[config.mk]
export PLATFORM = sky130hd
export DESIGN_NAME = trdb_branch_tracker
export DESIGN_NICKNAME = d
export VERILOG_FILES = /design/src/rtl/trdb_branch_tracker.sv
export SDC_FILE = /design/constraint.sdc
export NUM_CORES = 1
export LEC_CHECK = 0
export BUFFER_PORTS_ARGS = -buffer_cell sky130_fd_sc_hd__clkbuf_2
export CAP_MARGIN = 5
export CELL_PAD_IN_SITES_DETAIL_PLACEMENT = 1
export CELL_PAD_IN_SITES_GLOBAL_PLACEMENT = 1
export CORE_MARGIN = 2
export CORE_UTILIZATION = 45
export CTS_BUF_LIST = sky130_fd_sc_hd__clkbuf_4 sky130_fd_sc_hd__clkbuf_8
export CTS_CLUSTER_SIZE = 28
export DETAILED_ROUTE_END_ITERATION = 8
export PLACE_DENSITY = 0.9
export SETUP_SLACK_MARGIN = 0.15
export SYNTH_ARGS = -nofsm -noshare
export SYNTH_HDL_FRONTEND = slang
export SYNTH_SLANG_ARGS = --single-unit
export TNS_END_PERCENT = 10
[constraint.sdc]
create_clock -name clk_i -period 4.11 [get_ports clk_i]
set_clock_uncertainty 0.2 [all_clocks]
set_input_delay 0.411 -clock clk_i [delete_from_list [all_inputs] [get_ports clk_i]]
set_output_delay 0.411 -clock clk_i [all_outputs]
set_load 0.05 [all_outputs]
[src/rtl/trdb_branch_tracker.sv]
// trdb_branch_tracker: resolves conditional branches in the retired stream
// into a branch map and emits FULL / DISC / FLUSH packets over valid/ready.
//
// Ports:
//   clk_i, rst_i            clock, synchronous active-high reset
//   ivalid_i, iaddr_i       one retired instruction and its address
//   compressed_i            retiring instruction is 16-bit
//   is_branch_i             retiring instruction is a conditional branch
//   u_discontinuity_i       retiring instruction is jalr/mret/sret/uret
//   flush_i                 emit the current map now
//   packet_*_o / _ready_i   registered output packet and handshake
//   stall_o                 packet held and not accepted; inputs ignored
//   overflow_o              sticky: input arrived while stalled
module trdb_branch_tracker #(
    parameter  int unsigned XLEN     = 32,
    parameter  int unsigned BMAP_LEN = 31,
    localparam int unsigned CW       = $clog2(BMAP_LEN + 1)
) (
    input  logic                clk_i,
    input  logic                rst_i,
    input  logic                ivalid_i,
    input  logic [XLEN-1:0]     iaddr_i,
    input  logic                compressed_i,
    input  logic                is_branch_i,
    input  logic                u_discontinuity_i,
    input  logic                flush_i,
    output logic                packet_valid_o,
    input  logic                packet_ready_i,
    output logic [BMAP_LEN-1:0] packet_map_o,
    output logic [CW-1:0]       packet_cnt_o,
    output logic [XLEN-1:0]     packet_addr_o,
    output logic [1:0]          packet_reason_o,
    output logic                stall_o,
    output logic                overflow_o
);

    typedef enum logic [1:0] {
        RSN_FULL  = 2'd0,
        RSN_DISC  = 2'd1,
        RSN_FLUSH = 2'd2
    } reason_e;

    logic [BMAP_LEN-1:0] map_q, map_d;
    logic [CW-1:0]       cnt_q, cnt_d;
    logic                br_pend_q, br_pend_d;
    logic [XLEN-1:0]     br_addr_q, br_addr_d;
    logic                br_comp_q, br_comp_d;
    logic                disc_pend_q, disc_pend_d;
    logic                flush_pend_q, flush_pend_d;
    logic [XLEN-1:0]     last_addr_q, last_addr_d;
    logic                ovf_q, ovf_d;

    logic                pkt_valid_q, pkt_valid_d;
    logic [BMAP_LEN-1:0] pkt_map_q, pkt_map_d;
    logic [CW-1:0]       pkt_cnt_q, pkt_cnt_d;
    logic [XLEN-1:0]     pkt_addr_q, pkt_addr_d;
    reason_e             pkt_rsn_q, pkt_rsn_d;

    logic                stall;
    logic                iv;
    logic                fl;
    logic                resolve;
    logic                taken;
    logic [XLEN-1:0]     br_next;
    logic [BMAP_LEN-1:0] map_res;
    logic [CW-1:0]       cnt_res;
    logic                full;
    logic                disc;
    logic                want_flush;

    always_comb begin
        stall      = pkt_valid_q && !packet_ready_i;
        iv         = ivalid_i && !stall;
        fl         = flush_i && !stall;
        // Sequential successor of the pending branch, wraps modulo 2^XLEN.
        br_next    = br_addr_q + (br_comp_q ? XLEN'(2) : XLEN'(4));
        resolve    = iv && br_pend_q;
        taken      = (iaddr_i != br_next);
        map_res    = map_q;
        cnt_res    = cnt_q;
        if (resolve) begin
            map_res = map_q | (BMAP_LEN'(taken) << cnt_q);
            cnt_res = cnt_q + CW'(1);
        end
        full       = resolve && (cnt_res == CW'(BMAP_LEN));
        disc       = iv && disc_pend_q;
        want_flush = !stall && (fl || flush_pend_q);

        map_d        = map_res;
        cnt_d        = cnt_res;
        br_pend_d    = br_pend_q;
        br_addr_d    = br_addr_q;
        br_comp_d    = br_comp_q;
        disc_pend_d  = disc_pend_q;
        flush_pend_d = flush_pend_q;
        last_addr_d  = iv ? iaddr_i : last_addr_q;
        ovf_d        = ovf_q | (stall && (ivalid_i || flush_i));

        pkt_valid_d  = pkt_valid_q && !packet_ready_i;
        pkt_map_d    = pkt_map_q;
        pkt_cnt_d    = pkt_cnt_q;
        pkt_addr_d   = pkt_addr_q;
        pkt_rsn_d    = pkt_rsn_q;

        if (full || disc) begin
            pkt_valid_d  = 1'b1;
            pkt_map_d    = map_res;
            pkt_cnt_d    = cnt_res;
            pkt_addr_d   = iaddr_i;
            pkt_rsn_d    = full ? RSN_FULL : RSN_DISC;
            map_d        = '0;
            cnt_d        = '0;
            // A coincident flush is deferred to the next free cycle.
            flush_pend_d = want_flush;
        end else if (want_flush) begin
            pkt_valid_d  = 1'b1;
            pkt_map_d    = map_res;
            pkt_cnt_d    = cnt_res;
            pkt_addr_d   = last_addr_d;
            pkt_rsn_d    = RSN_FLUSH;
            map_d        = '0;
            cnt_d        = '0;
            flush_pend_d = 1'b0;
        end

        if (disc) begin
            disc_pend_d = 1'b0;
        end
        if (iv && u_discontinuity_i) begin
            disc_pend_d = 1'b1;
        end

        if (resolve) begin
            br_pend_d = 1'b0;
        end
        if (iv && is_branch_i) begin
            br_pend_d = 1'b1;
            br_addr_d = iaddr_i;
            br_comp_d = compressed_i;
        end
    end

    always_ff @(posedge clk_i) begin
        if (rst_i) begin
            map_q        <= '0;
            cnt_q        <= '0;
            br_pend_q    <= 1'b0;
            br_addr_q    <= '0;
            br_comp_q    <= 1'b0;
            disc_pend_q  <= 1'b0;
            flush_pend_q <= 1'b0;
            last_addr_q  <= '0;
            ovf_q        <= 1'b0;
            pkt_valid_q  <= 1'b0;
            pkt_map_q    <= '0;
            pkt_cnt_q    <= '0;
            pkt_addr_q   <= '0;
            pkt_rsn_q    <= RSN_FULL;
        end else begin
            map_q        <= map_d;
            cnt_q        <= cnt_d;
            br_pend_q    <= br_pend_d;
            br_addr_q    <= br_addr_d;
            br_comp_q    <= br_comp_d;
            disc_pend_q  <= disc_pend_d;
            flush_pend_q <= flush_pend_d;
            last_addr_q  <= last_addr_d;
            ovf_q        <= ovf_d;
            pkt_valid_q  <= pkt_valid_d;
            pkt_map_q    <= pkt_map_d;
            pkt_cnt_q    <= pkt_cnt_d;
            pkt_addr_q   <= pkt_addr_d;
            pkt_rsn_q    <= pkt_rsn_d;
        end
    end

    assign packet_valid_o  = pkt_valid_q;
    assign packet_map_o    = pkt_map_q;
    assign packet_cnt_o    = pkt_cnt_q;
    assign packet_addr_o   = pkt_addr_q;
    assign packet_reason_o = pkt_rsn_q;
    assign stall_o         = stall;
    assign overflow_o      = ovf_q;

endmodule
; Word-level counts from Yosys, hierarchy flattened
; Index checks and enable logic that the tools add are counted.
[op_classes]
n_addsub = 2
n_mul = 0
n_div = 0
magnitude_cmp = 0
n_eq_ne = 2
shift = 1
n_mux = 21
n_bitwise = 2
n_reduce_logical = 19
[ops]
columns = operator, count
row1 = 2-to-1 mux 32 bit, 3
row2 = 2-to-1 mux 31 bit, 3
row3 = adder 32 x 3 -> 32 bit, 1
row4 = inequality test 32 bit, 1
row5 = bitwise OR 31 bit, 1
row6 = << shifter 1 x 5 -> 31 bit, 1
row7 = 2-to-1 mux 5 bit, 3
row8 = logical AND 1 bit, 10
row9 = 2-to-1 mux 1 bit, 9
row10 = nonzero test 2 bit, 3
row11 = adder 5 x 1 -> 5 bit (second input constant), 1
row12 = equality test 5 bit (second input constant), 1
row13 = 2-to-1 mux 2 bit, 2
row14 = logical OR 1 bit, 3
row15 = 2-to-1 mux 3 bit, 1
row16 = OR reduction 3 bit, 1
row17 = logical NOT 1 bit, 2
row18 = bitwise OR 1 bit, 1
[totals]
register_bits = 176
latchBits = 0
mem_bits_rw = 0
mem_bits_ro = 0
inputBits = 40
output_inout_bits = 73
wordCells = 61
mem_count = 0

; Depth between registers and ports, before layout
[logic_depth]
depth_word = 10
depth_mapped = 12
depth_no_buf = 11

; Worst setup path after synthesis
; Ideal clock, no wire load.
[synth_timing]
path_type = reg2reg
start = register br_comp_q
end = register pkt_map_q[10], in the netlist packet_map_o[10]
t_arrival_ps = 2955
slack_ps = 834
stages_incl_launch_ff = 13
n_path_buf = 1
period_less_slack_ps = 3276
path_cell_list = dfxtp_1 -> ha_1 -> inv_1 -> fa_1 -> nand4b_4 -> nor4_4 -> nand4_2 -> xnor2_1 -> nor4_1 -> nand3_2 -> nor4_4 -> buf_6 -> o21ai_2
[synth_via]
elab_chain_cells = 8
[synth_lines]
columns = item, line
row1 = "start, declared", 47  ; logic br_comp_q, br_comp_d;
row2 = "start signal, assigned", 164  ; br_comp_q <= br_comp_d;
row3 = 2-to-1 mux 3 bit (*), 76  ; br_next = br_addr_q + (br_comp_q ? XLEN'(2) : XLEN'(4));
row4 = adder 32 x 3 -> 32 bit (*), 76
row5 = inequality test 32 bit (*), 78  ; taken = (iaddr_i != br_next);
row6 = << shifter 1 x 5 -> 31 bit (*), 82  ; map_res = map_q | (BMAP_LEN'(taken) << cnt_q);
row7 = bitwise OR 31 bit (*), 82
row8 = 2-to-1 mux 31 bit (*), 81  ; if (resolve) begin
row9 = 2-to-1 mux 31 bit, 115  ; end else if (want_flush) begin
row10 = 2-to-1 mux 31 bit (*), 105  ; if (full || disc) begin
row11 = "end signal, assigned", 170  ; pkt_map_q <= pkt_map_d;
row12 = "end, declared", 54  ; logic [BMAP_LEN-1:0] pkt_map_q, pkt_map_d;
; Every way passes the cells marked *; elsewhere a longest branch is shown, timed or not. The select of a mux whose other input is x is not followed.
; A chain may end at the register's enable or synchronous reset.

; Worst setup path after layout
[layout_timing]
start = register br_comp_q
end = register map_q[3]
[layout_via]
elab_chain_cells = 6
[layout_lines]
columns = item, line
row1 = 2-to-1 mux 3 bit, 76
row2 = adder 32 x 3 -> 32 bit, 76
row3 = inequality test 32 bit, 78
row4 = << shifter 1 x 5 -> 31 bit, 82
row5 = bitwise OR 31 bit, 82
row6 = 2-to-1 mux 31 bit, 81
row7 = "end signal, assigned", 160  ; map_q <= map_d;
row8 = "end, declared", 43  ; logic [BMAP_LEN-1:0] map_q, map_d;
; No other way between the ends.

==> flow_summary_export.csv <==
group,metric,value,unit
sta,min_period,3.71,ns
sta,hold_viol,0,
worst_setup_path,critical_path.slowest_cell,"fa_1",
grt,gr-total-overflow,0,
placed_design,routabilityCongestion,0.819,
final_layout,drive_gt1_share,21.8,%
synthesis,synth_top_area_cell,"dfxtp_1",
flow_run,drv_cap,0,
synthesis,syn_nets,1039,
sta,maxSlewViolCount,0,
synthesis,synth-seq-cells,176,
die,start_util,45.8,%
power_and_ir_drop,p_int,2.46,mW
die,die_w,139,um
synthesis,netlist_area,8230,um2
clocking,htree_levels,4,
worst_setup_path,critPathLaunchType,"flip-flop",
worst_setup_path,critPathBufInv,2,
power_and_ir_drop,switchingPower,1.19,mW
sta,fin_setup_tns,0,ns
routing,routed_wl,25900,um
die,placementRows,49,
synthesis,ys_seq_area_share,42.8,%
placed_design,dp_hpwl,17100,um
synthesis,yosysWarningCount,0,
synthesis,synth.area.top_cells,"dfxtp_1, nand2_1, a21oi_1",
grt,antenna_found_initial,0,
placed_design,portBuffers,112,
routing,post_drt_via_cell_ratio,6.13,
worst_setup_path,cp.required,4.26,ns
synthesis,postSynth.asyncResetShare,0,%
synthesis,synth_flop_cell,"dfxtp_1",
routing,ant_nets,0,
clocking,cts_made_buffers,17,
synthesis,synth_edf_count,0,
power_and_ir_drop,p_seq_share,50.1,%
clocking,clock_path_buffers,2,
final_layout,syn_to_final_growth,14.0,%
worst_setup_path,worst_setup_path_end_kind,"flip-flop",
routing,num_vias,8001,
synthesis,ys_types,61,
synthesis,syn_avg_cell_area,8.27,um2
grt,first_global_vias,8325,
power_and_ir_drop,powerDensity,390,nW/um2
min_path,hold_path_class,"primary input to flip-flop",
die,die_h,139,um
die,dieArea,19400,um2
worst_setup_path,critical_path.top_delay_family,"simple AND/OR/NAND/NOR gates",
routing,drtIter0Drc,563,
grt,grt_max_degree,79,
sta,finalSetupViolations,0,
routing,wl_per_cell,19.8,um
sta,grt_setup_unrepaired,"false",
final_layout,n_antenna_cell,0,
synthesis,yosysTopAreaCellShare,42.8,%
worst_setup_path,cp_max_fo,31,
power_and_ir_drop,pwr-share-comb,15.4,%
power_and_ir_drop,clockPowerShare,34.5,%
sta,fmax,269,MHz
clocking,cts_tree,"built",
routing,first_pass_iters,5,
routing,drc,0,
worst_setup_path,crit_type,"flip-flop to flip-flop",
worst_setup_path,reg2reg_setup_slack,0.40,ns
outcome,status,"completed",
final_layout,final_util,52.2,%
clocking,clk_latency,0.47,ns
sta,period_share,90.4,%
clocking,clockRootBuffer,"clkbuf_8",
sta,slew_headroom,39.6,%
clocking,cts_setup_buffers,0,
power_and_ir_drop,leakagePower,3.49,nW
power_and_ir_drop,switching_share,32.6,%
sta,tightest_slew,0.904,ns
die,ios,113,
grt,grt.total_usage,26.8,%
placed_design,dp.cells,1271,
worst_setup_path,worstPathCellList,"ha_1 > inv_1 > fa_1 > nand4b_4 > nor4_4 > nand4_2 > xnor2_1 > nor4_2 > nand3_2 > buf_4 > nor4_1 > nor3_1",
clocking,cts_sinks,176,
clocking,clkTransAtPathRegs,0.11,ns
grt,grt_first_pass_wirelength,42700,um
final_layout,fin_cells,1306,
synthesis,yosysMostFrequentCell,"dfxtp_1",
worst_setup_path,worstPathArrival,3.86,ns
synthesis,synthCells,995,
power_and_ir_drop,peakVddDrop,0.000203,V
worst_setup_path,slowest_delay,0.47,ns
synthesis,synth.top_cells.by_count,"dfxtp_1, nand2_1, a21oi_1, clkbuf_1, nor2_1",
die,core,18000,um2
final_layout,final_nets,1108,
[layout make-up]
class	instances	area (um2)
timing repair buffer	138	778
tap	229	287
fill	2204	8580
multi-input combinational	719	4330
clock inverter	14	164
sequential	176	3520
clock buffer	18	248
inverter	12	45.0
[metal layers]
metal | vias up | part of all wire [%] | track usage, %
met4 | 0 | 2.6 | 9.46
li1 | 3725 | - | -
met3 | 57 | 5.3 | 5.49
met5 | - | 0 | 0
met1 | 3937 | 42 | 33.8
met2 | 282 | 50 | 45.8
[power by group through the flow]
stage / combinational [mW] / sequential, mW / clock (mW)
after floorplan: 0.275 / 1.97 / 0
after global placement: 0.533 / 1.87 / 0
after detailed placement: 0.551 / 1.87 / 0
after CTS: 0.559 / 1.83 / 1.28
after global routing: 0.603 / 1.84 / 1.35
final: 0.563 / 1.83 / 1.26
[logic make-up (layout without fill, tap and decap cells)]
kind of cell	Yosys count	after routing	synth area share [%]
simple gates	405	405	25.2
compound gates	260	260	20.6
flops	176	176	42.8
buf+inv	100	182	5.20
xor+xnor	45	45	4.79
mux	5	5	0.669
fa+ha+maj	4	4	0.700
[path summary, 6_finish.rpt]
| path | cells past startpoint | endpoint | from |
|---|---|---|---|
| hold reg to reg | 2 | last_addr_q[31] | last_addr_q[31] |
| hold / removal | 3 | br_addr_q[28] | iaddr_i[28] |
| setup reg to reg | 12 | map_q[3] | br_comp_q |
| setup / recovery | 12 | map_q[3] | br_comp_q |
[metrics by stage]
step / hold WS [ns] / setup slack, ns / area, um2 / power [mW]
floorplan: 0.237 / 0.834 / 8230 / 2.25
global placement: 0.239 / 0.600 / 8910 / 2.40
detailed placement: 0.248 / 0.414 / 8910 / 2.42
CTS: 0.000383 / 0.344 / 9350 / 3.67
global route: 0.00936 / 0.172 / 9380 / 3.80
finish: 0.0159 / 0.396 / 9380 / 3.65
[flip-flops by register name (all words and copies together) (netlist names)]
register and count:
br_addr_q 32, last_addr_q 32, packet_addr_o 32, map_q 31, packet_map_o 31, cnt_q 5, packet_cnt_o 5, packet_reason_o 2
br_comp_q 1, br_pend_q 1, disc_pend_q 1, flush_pend_q 1, overflow_o 1, packet_valid_o 1
[worst reg2reg max path, stage by stage, from the launching register on]
cell and delay [ns]:
dfxtp_1 0.43, ha_1 0.26, inv_1 0.07, fa_1 0.47, nand4b_4 0.30, nor4_4 0.32, nand4_2 0.14, xnor2_1 0.17
nor4_2 0.34, nand3_2 0.16, buf_4 0.28, nor4_1 0.36, nor3_1 0.10
[cells in the final DEF, fill, tap and decap left out, types with 7 or more instances in the layout]
cell type,count
o22ai_1,33
xor2_1,21
nand3_1,31
nor3_1,48
a31oi_1,13
buf_4,23
nor2_1,55
and3_1,7
inv_1,10
o21ai_2,30
o21ai_0,10
nand2_1,159
dfxtp_1,176
nor4_1,33
xnor2_1,24
clkbuf_2,111
a21oi_1,93
clkbuf_8,18
nand4_1,19
a211oi_1,34
a22oi_1,32
[repair_timing]
action	in CTS	in global routing
hold buffers	3	0
hold endpoints to repair	4	0
endpoints found under the setup margin	0	11
resized for setup	0	4
(Power assumes the default switching activity.)
